## config.mk

```make
export PLATFORM = sky130hd
export DESIGN_NAME = alarm_trigger_flat
export DESIGN_NICKNAME = d
export VERILOG_FILES = /design/src/rtl/alarm_trigger_if.sv /design/src/rtl/alarm_trigger.sv /design/src/flat_wrapper.sv
export SDC_FILE = /design/constraint.sdc
export NUM_CORES = 1
export LEC_CHECK = 0
export ABC_AREA = 1
export CAP_MARGIN = 20
export CELL_PAD_IN_SITES_DETAIL_PLACEMENT = 1
export CELL_PAD_IN_SITES_GLOBAL_PLACEMENT = 1
export CORE_MARGIN = 2
export CORE_UTILIZATION = 31
export CTS_BUF_LIST = sky130_fd_sc_hd__clkbuf_16
export DETAILED_ROUTE_END_ITERATION = 8
export PLACE_DENSITY_LB_ADDON = 0.1
export SLEW_MARGIN = 20
export SYNTH_ARGS = -nofsm -noshare
export SYNTH_HDL_FRONTEND = slang
export SYNTH_SLANG_ARGS = --single-unit
```

## constraint.sdc

```tcl
create_clock -name clk -period 1.8 [get_ports clk]
set_input_delay 0.36 -clock clk [delete_from_list [all_inputs] [get_ports clk]]
set_output_delay 0.36 -clock clk [all_outputs]
set_load 0.005 [all_outputs]
```

## src/rtl/alarm_trigger_if.sv

```systemverilog
// Alarm trigger bus: time digits from the HH:MM counter, alarm load port,
// user controls and the alarm status outputs. The master side drives the
// time and controls; the slave side (the alarm block) drives the status.
interface alarm_trigger_if;
   // Current time from the cascaded time counter
   logic       min_tick;
   logic [3:0] u_min;
   logic [2:0] z_min;
   logic [3:0] u_hour;
   logic [1:0] z_hour;
   // Alarm time load port
   logic       alarm_set;
   logic [3:0] u_min_al_in;
   logic [2:0] z_min_al_in;
   logic [3:0] u_hour_al_in;
   logic [1:0] z_hour_al_in;
   // User controls
   logic       alarm_on;
   logic       stop;
   logic       snooze;
   // Status and stored alarm time
   logic       ring;
   logic       snoozing;
   logic       alarm_err;
   logic [3:0] u_min_al;
   logic [2:0] z_min_al;
   logic [3:0] u_hour_al;
   logic [1:0] z_hour_al;

   modport master (
      output min_tick, u_min, z_min, u_hour, z_hour,
      output alarm_set, u_min_al_in, z_min_al_in, u_hour_al_in, z_hour_al_in,
      output alarm_on, stop, snooze,
      input  ring, snoozing, alarm_err, u_min_al, z_min_al, u_hour_al, z_hour_al
   );

   modport slave (
      input  min_tick, u_min, z_min, u_hour, z_hour,
      input  alarm_set, u_min_al_in, z_min_al_in, u_hour_al_in, z_hour_al_in,
      input  alarm_on, stop, snooze,
      output ring, snoozing, alarm_err, u_min_al, z_min_al, u_hour_al, z_hour_al
   );
endinterface

```

## src/rtl/alarm_trigger.sv

```systemverilog
// Alarm trigger: stores a programmed HH:MM alarm time, rings when the running
// time reaches it (rising edge of the match only), and stops on a stop press,
// an alarm disable, a valid alarm reload or after RING_MINUTES minute ticks.
// Optional feature macro SNOOZE_EN adds a snooze state that re-rings after
// SNOOZE_MINUTES minute ticks; without it the snooze input is ignored and
// snoozing is held low.
module alarm_trigger #(
   parameter int RING_MINUTES   = 5,
   parameter int SNOOZE_MINUTES = 9
) (
   input logic          clk,
   input logic          rst_n,
   alarm_trigger_if.slave bus
);

   localparam logic [3:0] RING_LAST = 4'(RING_MINUTES - 1);
`ifdef SNOOZE_EN
   localparam logic [3:0] SNOOZE_LOAD = 4'(SNOOZE_MINUTES);

   typedef enum logic [1:0] {OFF, ARMED, RINGING, SNOOZE} stateT;
`else
   typedef enum logic [1:0] {OFF, ARMED, RINGING} stateT;
`endif

   stateT      state;
   logic [3:0] ringCnt;
   logic       ringReg;
   logic       alarmErrReg;
   logic       matchQ;
   logic [3:0] uMinAl;
   logic [2:0] zMinAl;
   logic [3:0] uHourAl;
   logic [1:0] zHourAl;
`ifdef SNOOZE_EN
   logic [3:0] snzCnt;
   logic       snoozingReg;
`endif

   logic timeValid;
   logic loadOk;
   logic loadBad;
   logic match;
   logic trigger;

   // Legal 24-hour time on the load port: 00:00 .. 23:59
   assign timeValid = (bus.z_hour_al_in <= 2'd2) &&
                      (bus.u_hour_al_in <= 4'd9) &&
                      !((bus.z_hour_al_in == 2'd2) && (bus.u_hour_al_in > 4'd3)) &&
                      (bus.z_min_al_in <= 3'd5) &&
                      (bus.u_min_al_in <= 4'd9);
   assign loadOk  = bus.alarm_set & timeValid;
   assign loadBad = bus.alarm_set & ~timeValid;

   // Pure digit equality; only the rising edge fires so a stopped alarm
   // stays quiet for the rest of the matching minute
   assign match   = bus.alarm_on &&
                    (bus.u_min == uMinAl) && (bus.z_min == zMinAl) &&
                    (bus.u_hour == uHourAl) && (bus.z_hour == zHourAl);
   assign trigger = match & ~matchQ;

   // Alarm time registers and load-error pulse
   always_ff @(posedge clk or negedge rst_n) begin
      if (!rst_n) begin
         uMinAl      <= '0;
         zMinAl      <= '0;
         uHourAl     <= '0;
         zHourAl     <= '0;
         alarmErrReg <= 1'b0;
      end else begin
         alarmErrReg <= loadBad;
         if (loadOk) begin
            uMinAl  <= bus.u_min_al_in;
            zMinAl  <= bus.z_min_al_in;
            uHourAl <= bus.u_hour_al_in;
            zHourAl <= bus.z_hour_al_in;
         end
      end
   end

   // Previous-cycle match for edge detection
   always_ff @(posedge clk or negedge rst_n) begin
      if (!rst_n) matchQ <= 1'b0;
      else        matchQ <= match;
   end

   // Alarm FSM with registered ring/snoozing outputs
   always_ff @(posedge clk or negedge rst_n) begin
      if (!rst_n) begin
         state   <= OFF;
         ringCnt <= '0;
         ringReg <= 1'b0;
`ifdef SNOOZE_EN
         snzCnt      <= '0;
         snoozingReg <= 1'b0;
`endif
      end else if (!bus.alarm_on) begin
         state   <= OFF;
         ringReg <= 1'b0;
`ifdef SNOOZE_EN
         snoozingReg <= 1'b0;
`endif
      end else begin
         case (state)
            OFF: begin
               state <= ARMED;
            end
            ARMED: begin
               if (trigger && !loadOk) begin
                  state   <= RINGING;
                  ringCnt <= '0;
                  ringReg <= 1'b1;
               end
            end
            RINGING: begin
               if (loadOk || bus.stop) begin
                  state   <= ARMED;
                  ringReg <= 1'b0;
`ifdef SNOOZE_EN
               end else if (bus.snooze) begin
                  state       <= SNOOZE;
                  snzCnt      <= SNOOZE_LOAD;
                  ringReg     <= 1'b0;
                  snoozingReg <= 1'b1;
`endif
               end else if (bus.min_tick) begin
                  if (ringCnt == RING_LAST) begin
                     state   <= ARMED;
                     ringReg <= 1'b0;
                  end else begin
                     ringCnt <= ringCnt + 4'd1;
                  end
               end
            end
`ifdef SNOOZE_EN
            SNOOZE: begin
               if (loadOk || bus.stop) begin
                  state       <= ARMED;
                  snoozingReg <= 1'b0;
               end else if (bus.min_tick) begin
                  if (snzCnt == 4'd1) begin
                     state       <= RINGING;
                     ringCnt     <= '0;
                     ringReg     <= 1'b1;
                     snoozingReg <= 1'b0;
                  end else begin
                     snzCnt <= snzCnt - 4'd1;
                  end
               end
            end
`endif
            default: begin
               state   <= OFF;
               ringReg <= 1'b0;
`ifdef SNOOZE_EN
               snoozingReg <= 1'b0;
`endif
            end
         endcase
      end
   end

`ifdef SNOOZE_EN
   assign bus.snoozing = snoozingReg;
`else
   logic unusedSnooze;
   assign unusedSnooze  = bus.snooze;
   assign bus.snoozing  = 1'b0;
`endif

   assign bus.ring      = ringReg;
   assign bus.alarm_err = alarmErrReg;
   assign bus.u_min_al  = uMinAl;
   assign bus.z_min_al  = zMinAl;
   assign bus.u_hour_al = uHourAl;
   assign bus.z_hour_al = zHourAl;

endmodule
```

## src/flat_wrapper.sv

```systemverilog
// flat-port wrapper written by rule: the top's interface ports become plain ports
module alarm_trigger_flat 
#(
   parameter int RING_MINUTES   = 5,
   parameter int SNOOZE_MINUTES = 9
)
  (clk, rst_n, bus_min_tick, bus_u_min, bus_z_min, bus_u_hour, bus_z_hour, bus_alarm_set, bus_u_min_al_in, bus_z_min_al_in, bus_u_hour_al_in, bus_z_hour_al_in, bus_alarm_on, bus_stop, bus_snooze, bus_ring, bus_snoozing, bus_alarm_err, bus_u_min_al, bus_z_min_al, bus_u_hour_al, bus_z_hour_al);
  alarm_trigger_if bus_i ();
  input logic clk;
  input logic rst_n;
  input wire logic [$bits(bus_i.min_tick)-1:0] bus_min_tick;
  input wire logic [$bits(bus_i.u_min)-1:0] bus_u_min;
  input wire logic [$bits(bus_i.z_min)-1:0] bus_z_min;
  input wire logic [$bits(bus_i.u_hour)-1:0] bus_u_hour;
  input wire logic [$bits(bus_i.z_hour)-1:0] bus_z_hour;
  input wire logic [$bits(bus_i.alarm_set)-1:0] bus_alarm_set;
  input wire logic [$bits(bus_i.u_min_al_in)-1:0] bus_u_min_al_in;
  input wire logic [$bits(bus_i.z_min_al_in)-1:0] bus_z_min_al_in;
  input wire logic [$bits(bus_i.u_hour_al_in)-1:0] bus_u_hour_al_in;
  input wire logic [$bits(bus_i.z_hour_al_in)-1:0] bus_z_hour_al_in;
  input wire logic [$bits(bus_i.alarm_on)-1:0] bus_alarm_on;
  input wire logic [$bits(bus_i.stop)-1:0] bus_stop;
  input wire logic [$bits(bus_i.snooze)-1:0] bus_snooze;
  output wire logic [$bits(bus_i.ring)-1:0] bus_ring;
  output wire logic [$bits(bus_i.snoozing)-1:0] bus_snoozing;
  output wire logic [$bits(bus_i.alarm_err)-1:0] bus_alarm_err;
  output wire logic [$bits(bus_i.u_min_al)-1:0] bus_u_min_al;
  output wire logic [$bits(bus_i.z_min_al)-1:0] bus_z_min_al;
  output wire logic [$bits(bus_i.u_hour_al)-1:0] bus_u_hour_al;
  output wire logic [$bits(bus_i.z_hour_al)-1:0] bus_z_hour_al;
  assign bus_i.min_tick = bus_min_tick;
  assign bus_i.u_min = bus_u_min;
  assign bus_i.z_min = bus_z_min;
  assign bus_i.u_hour = bus_u_hour;
  assign bus_i.z_hour = bus_z_hour;
  assign bus_i.alarm_set = bus_alarm_set;
  assign bus_i.u_min_al_in = bus_u_min_al_in;
  assign bus_i.z_min_al_in = bus_z_min_al_in;
  assign bus_i.u_hour_al_in = bus_u_hour_al_in;
  assign bus_i.z_hour_al_in = bus_z_hour_al_in;
  assign bus_i.alarm_on = bus_alarm_on;
  assign bus_i.stop = bus_stop;
  assign bus_i.snooze = bus_snooze;
  assign bus_ring = bus_i.ring;
  assign bus_snoozing = bus_i.snoozing;
  assign bus_alarm_err = bus_i.alarm_err;
  assign bus_u_min_al = bus_i.u_min_al;
  assign bus_z_min_al = bus_i.z_min_al;
  assign bus_u_hour_al = bus_i.u_hour_al;
  assign bus_z_hour_al = bus_i.z_hour_al;
  alarm_trigger #(.RING_MINUTES(RING_MINUTES), .SNOOZE_MINUTES(SNOOZE_MINUTES)) u_core (.clk(clk), .rst_n(rst_n), .bus(bus_i));
endmodule
```

After elaboration in Yosys (flattened, before gate mapping). Index checks and enable logic that the tools add are counted.

Bits in registers: 22. Input port bits: 33. Output and inout bits: 16. Logic and storage cells: 71.

Add/sub/neg operators: 1. Magnitude comparators: 5. Equal/unequal tests: 16. Multiplexer cells: 17. Bitwise logic cells: 5. Reductions and logical operators: 18.

Operators with widths (number): $mux 4 (4); $logic_and 1x1->1 (10); $mux 2 (5); $eq 4x4->1 (2); $le 4x4->1 const B (2); $ne 2x2->1 const B (4); $pmux 4 s2 (1); $pmux 2 s3 (1); $reduce_and 6->1 (1); $mux 1 (5); $add 4x1->4 const B (1); $eq 2x2->1 const B (2); $eq 4x3->1 const B (1); $gt 4x2->1 const B (1); $ne 4x2->1 const B (1); $ne 4x3->1 const B (1); $reduce_and 4->1 (1); $and 1x1->1 (3); $eq 3x3->1 (1); $le 3x3->1 const B (1); $ne 3x2->1 const B (1); $pmux 1 s3 (1); $reduce_and 3->1 (1); $eq 2x1->1 const B (1); 8 further kinds (10).

Depth between registers and ports, before layout.
Depth in word-level cells: 12. Mapped depth: 13. Mapped depth without buffers: 13.

Worst setup path after synthesis. OpenSTA, ideal clock, no wires.

Path kind: reg2reg. From: register u_core.zHourAl[1] (netlist: u_core.bus.z_hour_al[1]). To: register u_core.ringCnt[0]. Setup time: 117 ps. Data arrival time: 1191 ps. Required time: 1683 ps. Slack: 492 ps. Stages on the path, launching flop included: 13. Buffers on the path: 0. Period minus slack after synthesis: 1308 ps. Path through: dfrtp_1 inv_1 nand2_1 nand2_1 nand2_1 nor2_1 nand2_1 nor2_2 nand4_2 nand2_4 nand2_4 nand2_1 nand2_1.

Cells in the longest elaborated chain, start to end: 6.

Ends and longest elaborated chain: start: declaration (RTL line alarm_trigger.sv:33) `logic [1:0] zHourAl;`; start signal: assignment (RTL line alarm_trigger.sv:75) `zHourAl <= bus.z_hour_al_in;`; $eq 2x2->1 (RTL line alarm_trigger.sv:58) `(bus.u_hour == uHourAl) && (bus.z_hour == zHourAl);`; $logic_and 1x1->1 (RTL line alarm_trigger.sv:58); $and 1x1->1 (RTL line alarm_trigger.sv:59) `assign trigger = match & ~matchQ;`; $logic_and 1x1->1 (RTL line alarm_trigger.sv:108) `if (trigger && !loadOk) begin`; $ne 2x1->1 (no source line); $reduce_and 6->1 (no source line); end signal: assignment (RTL line alarm_trigger.sv:130) `ringCnt <= ringCnt + 4'd1;`; end: declaration (RTL line alarm_trigger.sv:26) `logic [3:0] ringCnt;`.

Every way passes these cells. A chain may end at the register's enable or synchronous reset.

Worst setup path in the final report.
From: input port bus_z_hour[0]. To: register u_core.ringCnt[1].

Cells in the longest elaborated chain, start to end: 6.

Ends and longest elaborated chain: start: declaration (RTL line flat_wrapper.sv:15) `input wire logic [$bits(bus_i.z_hour)-1:0] bus_z_hour;`; $eq 2x2->1 (RTL line alarm_trigger.sv:58); $logic_and 1x1->1 (RTL line alarm_trigger.sv:58); $and 1x1->1 (RTL line alarm_trigger.sv:59); $logic_and 1x1->1 (RTL line alarm_trigger.sv:108); $ne 2x1->1 (no source line); $reduce_and 6->1 (no source line).

Every way passes these cells.

==> flow_summary.json <==
{
  "r2r-end": "u_core.ringCnt[1]",
  "switchingPower_uw": 689,
  "critPathMaxFanout": 5,
  "first_pass_iters": 4,
  "r2r_start": "u_core.bus.u_hour_al[3]",
  "cts.path.max_buffers": 2,
  "grt_pass1_vias": 1617,
  "crit_type": "primary input to flop",
  "cp.arrival_ns": 1.84,
  "crit_path_end": "u_core.ringCnt[1]",
  "clock_skew_ns": 0.00445,
  "pwr-share-comb_pct": 37.4,
  "netlist_area_sq_um": 1440,
  "antenna_found_initial": 0,
  "slew_viol_final": 0,
  "worstSetupStartpoint": "bus_z_hour[0]",
  "switching_share_pct": 32.0,
  "dp_hpwl_um": 3420,
  "syn2layout_area_growth_pct": 57.9,
  "drt_wl_total_um": 4250,
  "clk_pin_slew_ns": 0.06,
  "ctsHtreeMaxLevel": 1,
  "diodes": 0,
  "fmax_ghz": 0.592,
  "gp_congestion": 0.755,
  "grt-ovfl-total": 0,
  "cts_resized": 0,
  "p_int_uw": 1460,
  "status": "completed",
  "clkPwrFrac_pct": 29.3,
  "cp.required_ns": 1.95,
  "postCtsSetupRepairBufs": 0,
  "first_iter_violations": 42,
  "dr_total_vias": 1558,
  "routedWlPerCell_um": 12.7,
  "cp-end-kind": "flop",
  "r2r_slack_ns": 0.23,
  "track_usage_pct": 17.6,
  "die_h_um": 72.1,
  "dp.cells": 331,
  "stdcell_count": 335,
  "core_area_sq_um": 4410,
  "drive_gt1_share_pct": 17.7,
  "cts_tree": "yes",
  "std_cell_rows": 24,
  "maxCapViolations": 0,
  "crit_path_start_kind": "primary input",
  "worstHoldPathType": "primary input to asynchronous set/reset pin",
  "final_antenna_net_count": 0,
  "io_buffers": 46,
  "rsz0062_at_grt": "false",
  "hold_viol": 0,
  "cts_num_sinks": 22,
  "fin_util_pct": 51.4,
  "fin_crit_sh_pct": 93.8,
  "fin_crit_ns": 1.69,
  "synth_warnings": 0,
  "synth-seq-cells": 22,
  "placed_cell_area_sq_um": 2110,
  "final.fill_count": 581,
  "holdBufCountCts": 0,
  "ctsRootBufferMaster": "clkbuf_16",
  "synth_cells": 215,
  "setup_viol": 0,
  "io_pins": 49,
  "cts_buffers": 3,
  "synth_nets": 250,
  "avgSynthCellArea_sq_um": 6.68,
  "synth_cell_types": 27,
  "reg2regPathDepth": 12,
  "clkLatencyLatePin_ns": 0.26,
  "fp.dieArea_sq_um": 5190,
  "leakagePower_uw": 0.00119,
  "dieWidth_um": 72.1,
  "nets": 319,
  "vias_per_cell": 4.65,
  "hold_ws_ns": 0.468,
  "grt_max_degree": 23,
  "finalSetupTns_ns": 0,
  "initial_utilization_pct": 32.5,
  "synth.yosys.seq_area_share_pct": 38.3,
  "grt_pass1_wl_um": 7250,
  "vdd_ir_drop_max_v": 0.000339,
  "drcViolationCount": 0,
  "seq_power_share_pct": 33.4,
  "power.density_nw_per_um2": 949,
  "design_area_sq_um": 2270
}
## area by class of cell
class	count	area [sq um]	area share, %
flip-flops and latches	22	551	24.3
clock inverters	1	30.0	1.32
multi-input cells	145	736	32.4
repair buffers	67	643	28.4
well taps	52	65.1	2.87
clock buffers	3	75.1	3.31
inverters	45	169	7.45
## registers in the layout, summed over array words and instances, names as in the netlist
| signal | flops |
|---|---|
| u_core.bus.u_hour_al | 4 |
| u_core.bus.u_min_al | 4 |
| u_core.ringCnt | 4 |
| u_core.bus.z_min_al | 3 |
| u_core.bus.z_hour_al | 2 |
| u_core.state | 2 |
| u_core.bus.alarm_err | 1 |
| u_core.bus.ring | 1 |
| u_core.matchQ | 1 |
## placed cells by master, fill, tap and decap left out
| cell type | n |
|---|---|
| a21boi_0 | 1 |
| a21oi_1 | 2 |
| a21oi_2 | 1 |
| and2_4 | 1 |
| and3_1 | 1 |
| buf_12 | 1 |
| buf_4 | 20 |
| bufinv_16 | 1 |
| clkbuf_16 | 3 |
| clkdlybuf4s50_1 | 41 |
| conb_1 | 1 |
| dfrtp_1 | 22 |
| dlymetal6s2s_1 | 5 |
| ha_1 | 2 |
| inv_1 | 41 |
| inv_2 | 4 |
| nand2_1 | 69 |
| nand2_2 | 8 |
| nand2_4 | 2 |
| nand3_1 | 13 |
| nand3_2 | 2 |
| nand3_4 | 1 |
| nand4_1 | 2 |
| nand4_4 | 1 |
| nor2_1 | 7 |
| nor2_2 | 4 |
| nor2_4 | 1 |
| nor3_1 | 2 |
| nor4_1 | 1 |
| o2111ai_1 | 1 |
| o21ai_0 | 19 |
| o21ai_1 | 3 |
## cells by family after synthesis
logic type	Yosys count	synth area share (%)
and+or+nand+nor	115	36.6
buffers and inverters	48	13.0
AOI/OAI and AO/OA	27	10.1
DFF	22	38.3
adders and majority gates	2	1.74
other	1	0.261
## synthesized netlist by cell type, drive strengths merged
cell type	number	area share (%)
dfrtp	22	38
conb	1	0.26
and3	1	0.44
nor4	1	0.44
nand2	79	22
nand4	3	1.7
nor3	2	0.70
nor2	12	3.7
a21oi	3	1.3
and2	1	0.61
nand3	16	6.8
buf	3	1.2
a21boi	1	0.52
o21ai	22	7.7
o2111ai	1	0.61
ha	2	1.7
inv	45	12
## power by group through the flow
stage               sequential, uW  clock, uW  combinational (uW)
finish                         719        631                 805
global route                   740        671                 915
CTS                            719        647                 805
detailed placement             727          0                 796
global placement               722          0                 772
floorplan                      711          0                 366
## routing by layer
layer  routed length (um)  global-route usage, %  vias up
li1                     -                      -      794
met1                 1990                   24.5      726
met2                 2060                   28.7       34
met3                  163                   2.36        4
met4                   40                   4.61        0
met5                    0                      0        -
## through the flow
| stage | worst slack, ns | total power (uW) |
|---|---|---|
| after floorplan | 0.492 | 1080 |
| after global placement | -0.112 | 1490 |
| after detailed placement | -0.166 | 1520 |
| after CTS | 0.110 | 2170 |
| after global routing | 0.00917 | 2330 |
| final | 0.111 | 2150 |
## critical path, cell delays in order
cell,delay (ns)
clkdlybuf4s50_1,0.51
inv_1,0.07
a21oi_2,0.11
nand2_1,0.07
nor2_2,0.11
nand2_2,0.08
nor2_4,0.15
nand4_4,0.10
nand2_4,0.12
nand2_4,0.06
nand2_1,0.06
nand2_1,0.04
## worst min-delay path by stage
stage	endpoint	slack [ns]	cells past startpoint
floorplan	u_core.bus.alarm_err	0.06	0
global placement	u_core.bus.ring	0.46	2
detailed placement	u_core.ringCnt[3]	0.46	2
CTS	u_core.bus.z_hour_al[0]	0.48	2
global route	u_core.bus.u_min_al[0]	0.50	2
finish	u_core.bus.u_min_al[0]	0.47	2
(Power assumes the default switching activity.)
